[config.mk]
export PLATFORM = sky130hd
export DESIGN_NAME = fp_mul_ctrl
export DESIGN_NICKNAME = d
export VERILOG_FILES = /design/src/rtl/fp_mul_ctrl_pkg.sv /design/src/rtl/fp_mul_ctrl_rr_arbiter.sv /design/src/rtl/fp_mul_ctrl.sv
export SDC_FILE = /design/constraint.sdc
export NUM_CORES = 1
export LEC_CHECK = 0
export CAP_MARGIN = 20
export CORE_ASPECT_RATIO = 0.7
export CORE_MARGIN = 3
export CORE_UTILIZATION = 35
export CTS_CLUSTER_DIAMETER = 100
export CTS_CLUSTER_SIZE = 10
export DETAILED_ROUTE_END_ITERATION = 8
export PLACE_DENSITY_LB_ADDON = 0.25
export SKIP_CTS_REPAIR_TIMING = 1
export SLEW_MARGIN = 20
export SYNTH_ARGS = -nofsm -noshare
export SYNTH_HDL_FRONTEND = slang
export SYNTH_SLANG_ARGS = --single-unit
[constraint.sdc]
create_clock -name clk -period 4.2 [get_ports clk]
set_input_delay 0.63 -clock clk [delete_from_list [all_inputs] [get_ports clk]]
set_output_delay 0.63 -clock clk [all_outputs]
set_load 0.01 [all_outputs]
[src/rtl/fp_mul_ctrl_pkg.sv]
// Shared types and constants for the fp_mul_ctrl sequencer.
//   state_e     : controller FSM states
//   rmode_e     : IEEE-754 rounding modes accepted by the multiplier
//   op_t        : operand bundle latched from the winning requester
//   rsp_t       : captured result bundle returned to the consumer
//   rmode_legal : true for rounding modes the datapath implements
package fp_mul_ctrl_pkg;

    localparam int unsigned FP_W = 32;
    localparam int unsigned RM_W = 3;
    localparam int unsigned OPS_W = 16;

    localparam logic [FP_W-1:0] FP_QNAN = 32'h7FC0_0000;

    typedef enum logic [1:0] {
        IDLE = 2'd0,
        BUSY = 2'd1,
        RESP = 2'd2
    } state_e;

    typedef enum logic [RM_W-1:0] {
        RNE = 3'b000,
        RTZ = 3'b001,
        RDN = 3'b010,
        RUP = 3'b011,
        RMM = 3'b100
    } rmode_e;

    typedef struct packed {
        logic [FP_W-1:0] x;
        logic [FP_W-1:0] y;
        logic [RM_W-1:0] rmode;
    } op_t;

    typedef struct packed {
        logic [FP_W-1:0] z;
        logic            ovrf;
        logic            udrf;
        logic            err;
    } rsp_t;

    // Encodings above RMM are reserved and must bypass the multiplier.
    function automatic logic rmode_legal(input logic [RM_W-1:0] rm);
        return (rm <= RM_W'(RMM));
    endfunction

endpackage

[src/rtl/fp_mul_ctrl_rr_arbiter.sv]
// Round-robin arbiter: scans requests starting one past the last grant.
//   req_i        : request vector, one bit per requester
//   last_grant_i : index granted most recently
//   en_i         : arbitration enable; no grant when low
//   gnt_o        : one-hot grant (or zero)
//   gnt_idx_o    : encoded index of the granted requester
//   gnt_any_o    : a grant was issued
module rr_arbiter #(
    parameter int unsigned NREQ = 2,
    parameter int unsigned IDW  = $clog2(NREQ)
) (
    input  logic [NREQ-1:0] req_i,
    input  logic [IDW-1:0]  last_grant_i,
    input  logic            en_i,
    output logic [NREQ-1:0] gnt_o,
    output logic [IDW-1:0]  gnt_idx_o,
    output logic            gnt_any_o
);

    logic [IDW-1:0] cand;
    logic           found;

    // Offsets 1..NREQ wrap around so the previous winner is checked last.
    always_comb begin
        gnt_o     = '0;
        gnt_idx_o = '0;
        found     = 1'b0;
        cand      = '0;
        for (int unsigned i = 1; i <= NREQ; i++) begin
            cand = IDW'((32'(last_grant_i) + i) % NREQ);
            if (en_i && !found && req_i[cand]) begin
                found        = 1'b1;
                gnt_o[cand]  = 1'b1;
                gnt_idx_o    = cand;
            end
        end
        gnt_any_o = found;
    end

endmodule

[src/rtl/fp_mul_ctrl.sv]
// Shares one combinational fp multiplier between NREQ requesters.
// A round-robin winner's operands are registered onto mul_*, held for
// MUL_LAT cycles, then the result and flags are captured and returned on a
// valid/ready response channel tagged with the requester id.
//   clk, rst                 : clock, asynchronous active-high reset
//   req_valid/ready          : per-requester handshake (ready is one-hot)
//   req_x/req_y/req_rmode    : packed per-requester operands
//   mul_x/mul_y/mul_rmode    : registered operands to the datapath
//   mul_z/mul_ovrf/mul_udrf  : datapath result and flags
//   rsp_*                    : registered response channel
//   busy                     : controller not idle
//   ops_done                 : wrapping count of completed responses
module fp_mul_ctrl
    import fp_mul_ctrl_pkg::*;
#(
    parameter int unsigned NREQ    = 2,
    parameter int unsigned MUL_LAT = 1,
    parameter int unsigned IDW     = $clog2(NREQ)
) (
    input  logic                 clk,
    input  logic                 rst,
    input  logic [NREQ-1:0]      req_valid,
    output logic [NREQ-1:0]      req_ready,
    input  logic [FP_W*NREQ-1:0] req_x,
    input  logic [FP_W*NREQ-1:0] req_y,
    input  logic [RM_W*NREQ-1:0] req_rmode,
    output logic [FP_W-1:0]      mul_x,
    output logic [FP_W-1:0]      mul_y,
    output logic [RM_W-1:0]      mul_rmode,
    input  logic [FP_W-1:0]      mul_z,
    input  logic                 mul_ovrf,
    input  logic                 mul_udrf,
    output logic                 rsp_valid,
    input  logic                 rsp_ready,
    output logic [FP_W-1:0]      rsp_z,
    output logic [IDW-1:0]       rsp_id,
    output logic                 rsp_ovrf,
    output logic                 rsp_udrf,
    output logic                 rsp_err,
    output logic                 busy,
    output logic [OPS_W-1:0]     ops_done
);

    localparam int unsigned CNT_W = $clog2(MUL_LAT + 1);

    state_e            state_q,      state_d;
    logic [IDW-1:0]    last_grant_q, last_grant_d;
    logic [CNT_W-1:0]  cnt_q,        cnt_d;
    op_t               op_q,         op_d;
    rsp_t              rsp_q,        rsp_d;
    logic [IDW-1:0]    rsp_id_q,     rsp_id_d;
    logic [OPS_W-1:0]  ops_done_q,   ops_done_d;

    op_t               req_op [NREQ];
    op_t               sel_op;
    logic              arb_en;
    logic [NREQ-1:0]   arb_gnt;
    logic [IDW-1:0]    arb_idx;
    logic              arb_any;

    // Unpack the flat requester buses into per-requester operand bundles.
    always_comb begin
        for (int unsigned i = 0; i < NREQ; i++) begin
            req_op[i].x     = req_x[i*FP_W +: FP_W];
            req_op[i].y     = req_y[i*FP_W +: FP_W];
            req_op[i].rmode = req_rmode[i*RM_W +: RM_W];
        end
    end

    // Gating with rst keeps req_ready low while reset is held.
    assign arb_en = (state_q == IDLE) && !rst;

    rr_arbiter #(
        .NREQ (NREQ),
        .IDW  (IDW)
    ) u_arb (
        .req_i        (req_valid),
        .last_grant_i (last_grant_q),
        .en_i         (arb_en),
        .gnt_o        (arb_gnt),
        .gnt_idx_o    (arb_idx),
        .gnt_any_o    (arb_any)
    );

    assign sel_op    = req_op[arb_idx];
    assign req_ready = arb_gnt;

    // State and datapath registers.
    always_ff @(posedge clk or posedge rst) begin
        if (rst) begin
            state_q      <= IDLE;
            last_grant_q <= IDW'(NREQ - 1);
            cnt_q        <= '0;
            op_q         <= '0;
            rsp_q        <= '0;
            rsp_id_q     <= '0;
            ops_done_q   <= '0;
        end else begin
            state_q      <= state_d;
            last_grant_q <= last_grant_d;
            cnt_q        <= cnt_d;
            op_q         <= op_d;
            rsp_q        <= rsp_d;
            rsp_id_q     <= rsp_id_d;
            ops_done_q   <= ops_done_d;
        end
    end

    // Next-state logic: accept, wait out the multiplier latency, respond.
    always_comb begin
        state_d      = state_q;
        last_grant_d = last_grant_q;
        cnt_d        = cnt_q;
        op_d         = op_q;
        rsp_d        = rsp_q;
        rsp_id_d     = rsp_id_q;
        ops_done_d   = ops_done_q;

        unique case (state_q)
            IDLE: begin
                if (arb_any) begin
                    last_grant_d = arb_idx;
                    rsp_id_d     = arb_idx;
                    if (rmode_legal(sel_op.rmode)) begin
                        op_d    = sel_op;
                        cnt_d   = CNT_W'(MUL_LAT - 1);
                        state_d = BUSY;
                    end else begin
                        // Reserved rounding mode: answer with a quiet NaN and
                        // leave the multiplier operands untouched.
                        rsp_d.z    = FP_QNAN;
                        rsp_d.ovrf = 1'b0;
                        rsp_d.udrf = 1'b0;
                        rsp_d.err  = 1'b1;
                        state_d    = RESP;
                    end
                end
            end
            BUSY: begin
                if (cnt_q == '0) begin
                    rsp_d.z    = mul_z;
                    rsp_d.ovrf = mul_ovrf;
                    rsp_d.udrf = mul_udrf;
                    rsp_d.err  = 1'b0;
                    state_d    = RESP;
                end else begin
                    cnt_d = cnt_q - CNT_W'(1);
                end
            end
            RESP: begin
                if (rsp_ready) begin
                    ops_done_d = ops_done_q + OPS_W'(1);
                    state_d    = IDLE;
                end
            end
            default: begin
                state_d = IDLE;
            end
        endcase
    end

    assign mul_x     = op_q.x;
    assign mul_y     = op_q.y;
    assign mul_rmode = op_q.rmode;

    assign rsp_valid = (state_q == RESP);
    assign rsp_z     = rsp_q.z;
    assign rsp_ovrf  = rsp_q.ovrf;
    assign rsp_udrf  = rsp_q.udrf;
    assign rsp_err   = rsp_q.err;
    assign rsp_id    = rsp_id_q;
    assign busy      = (state_q != IDLE);
    assign ops_done  = ops_done_q;

endmodule

==> out/metrics.cfg <==
[sta]
maxSlewViolCount = 0
setup_viol = 0
timing.fmax_mhz = 327
setup_tns_ns = 0
period_share = 0.728
fin_skew_ns = 0.00704
worst_pin_slew_ns = 0.912
rsz0062_at_grt = false
hold_violations = 0
period_minus_slack_ns = 3.06
slew_headroom = 0.392
setup_ws_ns = 1.14

[floorplan]
initial_core_util = 0.364
dieWidth_um = 159
rows = 38
coreArea_um2 = 15800
die_area_um2 = 18000
die_y_um = 113
io_pins = 296

[setup_path]
r2r_cells = 5
start_kind = input port
path_max_fanout = 3
critPathKind = in -> out
rr_startpoint = state_q[1]
required_ns = 3.57
ff2ff_setup_slack_ns = 1.71
regToRegEndpoint = mul_y[21]
worstPathArrival_ns = 2.43
cp-end-kind = output port

[min_path]
holdCritStartpoint = rsp_err
holdPathEnd = rsp_err
hp-class = reg -> reg
hold_path_depth = 2

[logic_synthesis]
ys.flop_type = dfrtp_1
async_reset_ff_frac = 1.00
synth-seq-area-share = 0.532
synth_nets = 642
synth_edf_count = 0
ys_ff_latch = 122
synthCells = 468
synth.avg_cell_area_um2 = 12.3
syn-cell-area_um2 = 5740
synth_warnings = 0
synth_cell_types = 34

[clock_network]
worstSkewPairLatency_ns = 0.41
cts-root-buf = clkbuf_16
path_clk_slew_ns = 0.06
htreeDepth = 4
cts_tree = yes
cts_buffers = 17
cts.path.max_buffers = 2
cts.sinks = 122

[placement]
placed_cell_area_um2 = 8920
gp_congestion = 0.781
dp_slack_ns = 1.03
dp_hpwl_mm = 12.2
place_inst = 964
port_buffers = 295

[detailed_routing]
viasPerCell = 4.64
drt_iter0_markers = 210
wl_per_cell_um = 16.6
drcViolationCount = 0
dr_total_vias = 4619
ant_nets = 0
dr.pass1.iters = 4
wl_mm = 16.5

[power_and_ir_drop]
leakage_nw = 3.99
ir_drop_mv = 0.292
p_per_area_nw_per_um2 = 632

[final_layout]
fin_nets = 937
final.fill_count = 1285
insertedDiodeCount = 0
fin_cells = 996
drive_gt1_frac = 0.233
fin_area_um2 = 9540
syn_to_final_growth_pct = 66.1

[global_routing]
grt_overflow = 0
grt_max_degree = 70
grt_pass1_vias = 5039
grt_pass1_wl_mm = 26.7
track_usage = 0.184
antenna_found_initial = 0

[status]
status = completed

[flow_run]
maxCapViolCount = 0

synth_stat cells (3+ instances only):
cell | instances | area, µm²
o21ai_0 | 28 | 140
or2_2 | 3 | 18.8
clkbuf_1 | 16 | 60.1
inv_1 | 9 | 33.8
nand3_1 | 5 | 25.0
mux2_2 | 104 | 1170
a21oi_1 | 10 | 50.1
nor2_1 | 31 | 116
mux2_4 | 29 | 435
nor3_1 | 3 | 15.0
nand4_1 | 3 | 18.8
buf_2 | 5 | 25.0
xnor2_1 | 10 | 87.6
dfrtp_1 | 121 | 3030
buf_6 | 4 | 45.0
nand2_1 | 62 | 233
xor2_1 | 5 | 43.8
final cells by class:
cell class	count	area (µm²)	share of cell area
well taps	220	275	0.0289
clock buffers	22	474	0.0497
multi-input cells	312	2550	0.267
clock inverters	10	140	0.0147
flip-flops and latches	122	3050	0.320
repair buffers	301	3010	0.316
inverters	9	36.3	0.00380
where the power goes:
part | internal, mW | switching, mW | total [mW]
logic | 1.57 | 0.963 | 2.53
registers | 1.70 | 0.300 | 2.00
clock network | 0.981 | 0.521 | 1.50
total | 4.25 | 1.78 | 6.03
layer usage:
metal,vias to the layer above,track usage,wire [µm]
met5,-,0,0
met4,0,0.0542,174
met3,11,0.0827,1500
met2,197,0.310,8030
met1,2209,0.214,6810
li1,2202,-,-
worst max-delay path by stage:
stage	start	endpoint	slack [ns]	depth (start not counted)
after floorplan	rst	mul_rmode[0]	0.33	1
final	rst	req_ready[1]	1.14	5
after CTS	rst	req_ready[1]	1.15	5
after global routing	rst	req_ready[1]	1.04	5
after detailed placement	rst	mul_y[21]	1.03	6
after global placement	rst	mul_y[20]	1.11	6
placed cells by master (no fill, tap or decap), types with 2 or more instances in the layout:
cell,instances
clkbuf_1,2
buf_4,5
and3_1,2
dfrtp_1,121
mux2i_1,2
nand2_1,62
nor3_1,2
a21oi_1,10
or2_2,3
mux2_2,104
clkinvlp_4,3
nand4_1,3
clkinv_2,2
nand3_1,4
xor2_1,5
clkbuf_16,17
mux2_4,29
nor2_1,31
xnor2_1,10
clkbuf_8,3
o21ai_0,28
clkdlybuf4s50_1,295
inv_1,8
bufinv_16,3
sequential cells by signal, indices dropped and copies added, names as in the netlist:
| name | flops |
|---|---|
| mul_x | 32 |
| mul_y | 32 |
| rsp_z | 32 |
| ops_done | 16 |
| mul_rmode | 3 |
| state_q | 2 |
| last_grant_q | 1 |
| rsp_err | 1 |
| rsp_id | 1 |
| rsp_ovrf | 1 |
| rsp_udrf | 1 |
per-stage QoR:
stage / hold WS (ns) / util / power (mW)
after CTS: 0.482 / 0.604 / 6.11
after floorplan: 0.452 / - / 3.10
after detailed placement: 0.467 / 0.565 / 4.57
after global placement: 0.459 / 0.565 / 4.51
after global routing: 0.507 / 0.604 / 6.38
final: 0.477 / 0.604 / 6.03
kinds of logic (layout without fill, tap and decap cells):
kind of cell	Yosys count	in the layout	share of synthesized area
AO/OA/AOI/OAI	43	43	0.0396
buffers and inverters	34	342	0.0285
multiplexers	135	135	0.283
XOR/XNOR	15	15	0.0229
flip-flops	122	122	0.532
adder cells (fa/ha/maj)	1	1	0.00218
AND/OR/NAND/NOR	118	118	0.0919
critical path: stages:
cell             delay [ns]
clkdlybuf4s50_1        0.50
nor3_1                 0.51
nand3_4                0.11
inv_1                  0.11
clkdlybuf4s50_1        0.56
Note: power is estimated with default switching activity, not from simulation.
